## config.mk

```make
export PLATFORM = sky130hd
export DESIGN_NAME = fft_frame_sequencer_flat
export DESIGN_NICKNAME = d
export VERILOG_FILES = /design/src/rtl/fft_seq_pkg.sv /design/src/rtl/fft_frame_sequencer_if.sv /design/src/rtl/fft_seq_watchdog.sv /design/src/rtl/fft_frame_sequencer.sv /design/src/flat_wrapper.sv
export SDC_FILE = /design/constraint.sdc
export NUM_CORES = 1
export LEC_CHECK = 0
export CAP_MARGIN = 20
export CORE_UTILIZATION = 35
export DETAILED_ROUTE_END_ITERATION = 7
export HOLD_SLACK_MARGIN = 0.02
export PLACE_DENSITY_LB_ADDON = 0.2
export SLEW_MARGIN = 10
export SYNTH_ARGS = -nofsm -noshare
export SYNTH_HDL_FRONTEND = slang
export SYNTH_HIERARCHICAL = 1
export SYNTH_SLANG_ARGS = --single-unit
```

## constraint.sdc

```tcl
create_clock -name clk -period 3 [get_ports clk]
set_clock_uncertainty 0.05 [all_clocks]
set_input_delay 0.6 -clock clk [delete_from_list [all_inputs] [get_ports clk]]
set_output_delay 0.6 -clock clk [all_outputs]
set_load 0.01 [all_outputs]
```

## src/rtl/fft_seq_pkg.sv

```systemverilog
// fft_frame_sequencer shared types.
// State encoding is exported for the status register.
package fft_seq_pkg;

  typedef enum logic [2:0] {
    IDLE     = 3'd0,
    CFG      = 3'd1,
    CFG_WAIT = 3'd2,
    IN_TRIG  = 3'd3,
    IN_WAIT  = 3'd4,
    OUT_WAIT = 3'd5,
    DONE     = 3'd6,
    ERR      = 3'd7
  } state_t;

  function automatic logic is_wait(state_t s);
    return s inside {CFG_WAIT, IN_WAIT, OUT_WAIT};
  endfunction

endpackage

```

## src/rtl/fft_frame_sequencer_if.sv

```systemverilog
// Control/status bundle between the frame sequencer
// and the axi_fft register wrapper.
interface fft_frame_sequencer_if #(
  parameter int CNT_WIDTH = 16
);
  logic start;
  logic abort;
  logic continuous;
  logic cfg_dirty;
  logic cfg_tvalid;
  logic cfg_tready;
  logic in_streaming;
  logic out_receiving;
  logic irq_clr;
  logic cfg_commit;
  logic in_trig;
  logic busy;
  logic done;
  logic irq;
  logic timeout;
  logic [CNT_WIDTH-1:0] frame_count;
  logic [2:0] state;

  modport master (
    input  start, abort, continuous, cfg_dirty,
    input  cfg_tvalid, cfg_tready,
    input  in_streaming, out_receiving, irq_clr,
    output cfg_commit, in_trig, busy, done,
    output irq, timeout, frame_count, state
  );

  modport slave (
    output start, abort, continuous, cfg_dirty,
    output cfg_tvalid, cfg_tready,
    output in_streaming, out_receiving, irq_clr,
    input  cfg_commit, in_trig, busy, done,
    input  irq, timeout, frame_count, state
  );
endinterface

```

## src/rtl/fft_seq_watchdog.sv

```systemverilog
// Per-phase watchdog: counts enabled cycles,
// expires on the cycle the count hits the limit.
module fft_seq_watchdog #(
  parameter int TIMEOUT_CYCLES = 4096
) (
  input  logic clk,
  input  logic resetn,
  input  logic clr,
  input  logic en,
  output logic expire
);
  localparam int W = $clog2(TIMEOUT_CYCLES);
  localparam logic [W-1:0] LIM = W'(TIMEOUT_CYCLES - 1);

  logic [W-1:0] cnt;

  always_ff @(posedge clk or negedge resetn) begin
    if (!resetn) begin
      cnt <= '0;
    end else if (clr) begin
      cnt <= '0;
    end else if (en) begin
      cnt <= cnt + W'(1);
    end
  end

  assign expire = en && !clr && (cnt == LIM);
endmodule

```

## src/rtl/fft_frame_sequencer.sv

```systemverilog
// Runs one FFT frame: config commit, input stream,
// output capture, done/IRQ; optional back-to-back.
module fft_frame_sequencer
  import fft_seq_pkg::*;
#(
  parameter int TIMEOUT_CYCLES = 4096,
  parameter int CNT_WIDTH      = 16
) (
  input logic clk,
  input logic resetn,
  fft_frame_sequencer_if.master bus
);
  state_t st;
  logic in_seen;
  logic out_seen;
  logic irq_r;
  logic to_r;
  logic [CNT_WIDTH-1:0] fc;
  logic wait_st;
  logic leave;
  logic wd_clr;
  logic wd_exp;

  assign wait_st = is_wait(st);

  assign leave =
    (st == CFG_WAIT && bus.cfg_tvalid && bus.cfg_tready) ||
    (st == IN_WAIT && in_seen && !bus.in_streaming) ||
    (st == OUT_WAIT && out_seen && !bus.out_receiving);

  // Any state change restarts the phase timer.
  assign wd_clr = !wait_st || leave || bus.abort;

  fft_seq_watchdog #(
    .TIMEOUT_CYCLES(TIMEOUT_CYCLES)
  ) u_wd (
    .clk    (clk),
    .resetn (resetn),
    .clr    (wd_clr),
    .en     (wait_st),
    .expire (wd_exp)
  );

  always_ff @(posedge clk or negedge resetn) begin
    if (!resetn) begin
      in_seen  <= 1'b0;
      out_seen <= 1'b0;
    end else if (st == IN_TRIG) begin
      in_seen  <= 1'b0;
      out_seen <= 1'b0;
    end else begin
      if (st == IN_WAIT && bus.in_streaming)
        in_seen <= 1'b1;
      if ((st == IN_WAIT || st == OUT_WAIT) &&
          bus.out_receiving)
        out_seen <= 1'b1;
    end
  end

  always_ff @(posedge clk or negedge resetn) begin
    if (!resetn) begin
      st    <= IDLE;
      fc    <= '0;
      irq_r <= 1'b0;
      to_r  <= 1'b0;
    end else begin
      if (bus.irq_clr)
        irq_r <= 1'b0;
      unique case (st)
        IDLE: begin
          if (bus.start && !bus.abort) begin
            st   <= bus.cfg_dirty ? CFG : IN_TRIG;
            to_r <= 1'b0;
          end
        end
        CFG:      st <= CFG_WAIT;
        CFG_WAIT: if (leave) st <= IN_TRIG;
        IN_TRIG:  st <= IN_WAIT;
        IN_WAIT:  if (leave) st <= OUT_WAIT;
        OUT_WAIT: if (leave) st <= DONE;
        DONE: begin
          fc    <= fc + CNT_WIDTH'(1);
          irq_r <= 1'b1;
          if (bus.continuous && !bus.abort)
            st <= bus.cfg_dirty ? CFG : IN_TRIG;
          else
            st <= IDLE;
        end
        ERR: ;
      endcase
      if (wd_exp) begin
        st    <= ERR;
        to_r  <= 1'b1;
        irq_r <= 1'b1;
      end
      if (bus.abort && st != IDLE && st != DONE)
        st <= IDLE;
    end
  end

  assign bus.cfg_commit  = (st == CFG);
  assign bus.in_trig     = (st == IN_TRIG);
  assign bus.done        = (st == DONE);
  assign bus.busy        = (st != IDLE);
  assign bus.irq         = irq_r;
  assign bus.timeout     = to_r;
  assign bus.frame_count = fc;
  assign bus.state       = st;
endmodule

```

## src/flat_wrapper.sv

```systemverilog
// flat-port wrapper written by rule: the top's interface ports become plain ports
module fft_frame_sequencer_flat import fft_seq_pkg::*;
#(
  parameter int TIMEOUT_CYCLES = 4096,
  parameter int CNT_WIDTH      = 16
)
  (clk, resetn, bus_start, bus_abort, bus_continuous, bus_cfg_dirty, bus_cfg_tvalid, bus_cfg_tready, bus_in_streaming, bus_out_receiving, bus_irq_clr, bus_cfg_commit, bus_in_trig, bus_busy, bus_done, bus_irq, bus_timeout, bus_frame_count, bus_state);
  fft_frame_sequencer_if #(.CNT_WIDTH(CNT_WIDTH)) bus_i ();
  input logic clk;
  input logic resetn;
  input wire logic [$bits(bus_i.start)-1:0] bus_start;
  input wire logic [$bits(bus_i.abort)-1:0] bus_abort;
  input wire logic [$bits(bus_i.continuous)-1:0] bus_continuous;
  input wire logic [$bits(bus_i.cfg_dirty)-1:0] bus_cfg_dirty;
  input wire logic [$bits(bus_i.cfg_tvalid)-1:0] bus_cfg_tvalid;
  input wire logic [$bits(bus_i.cfg_tready)-1:0] bus_cfg_tready;
  input wire logic [$bits(bus_i.in_streaming)-1:0] bus_in_streaming;
  input wire logic [$bits(bus_i.out_receiving)-1:0] bus_out_receiving;
  input wire logic [$bits(bus_i.irq_clr)-1:0] bus_irq_clr;
  output wire logic [$bits(bus_i.cfg_commit)-1:0] bus_cfg_commit;
  output wire logic [$bits(bus_i.in_trig)-1:0] bus_in_trig;
  output wire logic [$bits(bus_i.busy)-1:0] bus_busy;
  output wire logic [$bits(bus_i.done)-1:0] bus_done;
  output wire logic [$bits(bus_i.irq)-1:0] bus_irq;
  output wire logic [$bits(bus_i.timeout)-1:0] bus_timeout;
  output wire logic [$bits(bus_i.frame_count)-1:0] bus_frame_count;
  output wire logic [$bits(bus_i.state)-1:0] bus_state;
  assign bus_i.start = bus_start;
  assign bus_i.abort = bus_abort;
  assign bus_i.continuous = bus_continuous;
  assign bus_i.cfg_dirty = bus_cfg_dirty;
  assign bus_i.cfg_tvalid = bus_cfg_tvalid;
  assign bus_i.cfg_tready = bus_cfg_tready;
  assign bus_i.in_streaming = bus_in_streaming;
  assign bus_i.out_receiving = bus_out_receiving;
  assign bus_i.irq_clr = bus_irq_clr;
  assign bus_cfg_commit = bus_i.cfg_commit;
  assign bus_in_trig = bus_i.in_trig;
  assign bus_busy = bus_i.busy;
  assign bus_done = bus_i.done;
  assign bus_irq = bus_i.irq;
  assign bus_timeout = bus_i.timeout;
  assign bus_frame_count = bus_i.frame_count;
  assign bus_state = bus_i.state;
  fft_frame_sequencer #(.TIMEOUT_CYCLES(TIMEOUT_CYCLES), .CNT_WIDTH(CNT_WIDTH)) u_core (.clk(clk), .resetn(resetn), .bus(bus_i));
endmodule
```

==> summary.md <==
| Metric | Value |
|---|---|
| Power Density | `692 nW/um^2` |
| # IOs | `36` |
| WP data required | `3.16 ns` |
| DR iter-0 viols | `50` |
| DR vias | `1531` |
| Syn Std Cell Area | `1890 sq um` |
| Routed Antenna Nets | `0` |
| Layout area overhead | `29.2%` |
| Synth Instances | `188` |
| Post-synthesis sequential area ratio | `46.3%` |
| Final HPWL from detailed placement | `2720 um` |
| Total gr overflow | `0` |
| Synth cell count leaders | `35 x dfrtp_1, 17 x nor2_1, 12 x nand2_1` |
| Die Ht | `75.5 um` |
| Final number of max-transition violations | `0` |
| Antenna diode count | `0` |
| Depth of the CTS H-tree | `2` |
| Startpoint types | `flip-flop` |
| Area leader, netlist | `dfrtp_1` |
| Largest net degree at the start of global routing | `36` |
| EDFF count, synth | `0` |
| Crit end category | `flip-flop` |
| Area contributors post-synth | `dfrtp_1 46%, xnor2_1 5.1%, xor2_1 3.7%` |
| Vias in the first global route | `1438` |
| Distinct cells, synth | `49` |
| Post-synth top area share | `46.3%` |
| Core Rows | `26` |
| Wirelength, routed | `3890 um` |
| Asr flop ratio synth | `100%` |
| Setup CP Type | `reg2reg` |
| Final setup viols | `0` |
| CTS sink cnt | `35` |
| CTS tree | `yes` |
| Status | `completed` |
| Drt drc | `0` |
| Clock root cell | `clkbuf_8` |
| Final period utilization | `87.7%` |
| Fmax | `380 MHz` |
| Vias per cell | `5.10` |
| CP max FO | `11` |
| DIE WIDTH | `75.5 um` |
| WP data arrival | `2.79 ns` |
| Die area | `5700 sq um` |
| Setup TNS Final | `0 ns` |
| Most common cell in the synthesized netlist | `dfrtp_1` |
| Number of filler cells placed in the layout | `495` |
| Average wire per standard cell | `13.0 um` |
| Final core occ | `47.2%` |
| Predominant post-synthesis flop cell | `dfrtp_1` |
| Min-delay worst type | `reg2reg` |
| Final Hold Fails | `0` |
| Syn_nets | `201` |
| Post-CTS sizing | `0` |
| Yosys reg bits | `35` |
| Starting Density | `36.6%` |
| Num CTS Buffers | `5` |
| Initial antenna violation count | `0` |
| Syn avg cell area | `10.1 sq um` |
| Worst-Margin Slew | `0.448 ns` |
| Period minus WS final | `2.63 ns` |
| Maximum clock insertion buffer count | `2` |
| CTS clk-pin slew, worst paths | `0.08 ns` |
| Peak supply drop | `411 uV` |
| Unrepaired setup endpoints after global routing | `no` |
| Global placer's final weighted congestion | `0.792` |
| Max Cap Viol | `0` |
| 1st-pass router iterations | `4` |
| Core area | `5170 sq um` |
| Clock Latency Late Sink | `0.28 ns` |
| Post-CTS setup buffers | `0` |
| Ys Warns | `6` |
| Gr usage total | `15.4%` |
| Relative slew slack | `70.1%` |
| Final std cells w/o fill | `300` |
| Final #Nets | `242` |
| Pleak | `1.05 nW` |
| PortBufs | `35` |
| Placed cells | `292` |
| Share of cells above drive strength 1 | `10.9%` |
| Post-CTS Hold Buffers | `0` |
| First-pass GRT wire length | `6640 um` |
-- worst paths after layout --
check / cells after the start / end / slack, ns / startpoint
setup / recovery: 11 / u_core/bus.state[0] / 0.37 / u_core/bus.state[2]
hold / removal: 1 / u_core/bus.frame_count[15] / 0.43 / u_core/bus.frame_count[15]
setup reg to reg: 11 / u_core/bus.state[0] / 0.37 / u_core/bus.state[2]
hold reg to reg: 1 / u_core/bus.frame_count[15] / 0.43 / u_core/bus.frame_count[15]
max in group asynchronous: 2 / u_core/u_wd/cnt[11] / 1.89 / resetn
min in group asynchronous: 2 / u_core/bus.frame_count[9] / 0.68 / resetn
-- logic make-up (layout without fill, tap and decap cells) --
| family | count (synthesis) | count (layout) | synth area share (%) |
|---|---|---|---|
| buf+inv | 12 | 54 | 3.31 |
| flops | 35 | 35 | 46.3 |
| mux | 3 | 3 | 1.72 |
| compound gates | 39 | 39 | 13.5 |
| fa+ha+maj | 2 | 2 | 1.32 |
| simple gates | 78 | 78 | 25.1 |
| xor+xnor | 19 | 19 | 8.80 |
-- registers in the layout, indices dropped and copies added, names as in the netlist --
register,cells
u_core/bus.irq,1
u_core/in_seen,1
u_core/out_seen,1
u_core/u_wd/cnt,12
u_core/bus.state,3
u_core/bus.frame_count,16
u_core/bus.timeout,1
-- cell type report --
class / count / area [sq um] / share of cell area, %
clock buffer: 5 / 68.8 / 2.82
timing repair buffer: 41 / 395 / 16.2
inverter: 5 / 18.8 / 0.768
clock inverter: 3 / 43.8 / 1.79
sequential: 35 / 876 / 35.8
multi-input combinational: 141 / 953 / 39.0
tap: 70 / 87.6 / 3.58
-- placed cells by master, fill, tap and decap left out, types with 3 or more instances in the layout --
cell,n
nand2b_1,3
nor3_1,3
xnor2_1,11
nand2_1,12
xor2_1,8
a21oi_1,9
o21ai_0,7
dfrtp_1,35
nor3b_1,3
clkbuf_8,5
a21o_1,3
nor2_1,17
and3_1,3
o21a_1,3
buf_4,6
nand3_1,8
nand4_1,5
o31ai_1,3
inv_1,5
nor2b_1,3
clkdlybuf4s50_1,35
or3_1,4
-- routing by layer --
metal	wire (um)	up-vias	global-route usage, %
li1	-	757	-
met1	1910	738	20.6
met2	1800	32	24.8
met3	148	4	3.31
met4	33	0	4.94
met5	0	-	0
-- where the power goes --
part	switching [mW]	total (mW)	internal [mW]
registers	0.0941	0.624	0.530
logic	0.314	0.642	0.328
clock network	0.178	0.425	0.247
total	0.586	1.69	1.11
-- worst max-delay path: stages, from the launching register on --
cell and delay [ns]:
dfrtp_1 0.54, nor2b_1 0.37, a21boi_1 0.25, o211ai_1 0.17, nand2b_1 0.20, nor2b_1 0.13
and3_1 0.24, inv_1 0.09, o221ai_1 0.18, o31ai_1 0.12, o21ai_1 0.09, o2bb2ai_1 0.12
-- per-stage QoR --
stage                     hold WS, ns  area (sq um)  total power [mW]  worst slack (ns)
after floorplan                 0.254          1890              1.03             0.705
after global placement          0.415          2330              1.28             0.298
after detailed placement        0.419          2330              1.27             0.204
after CTS                       0.435          2440              1.71             0.403
after global routing            0.445          2440              1.80             0.118
final                           0.428          2440              1.69             0.368
(Power assumes the default switching activity.)
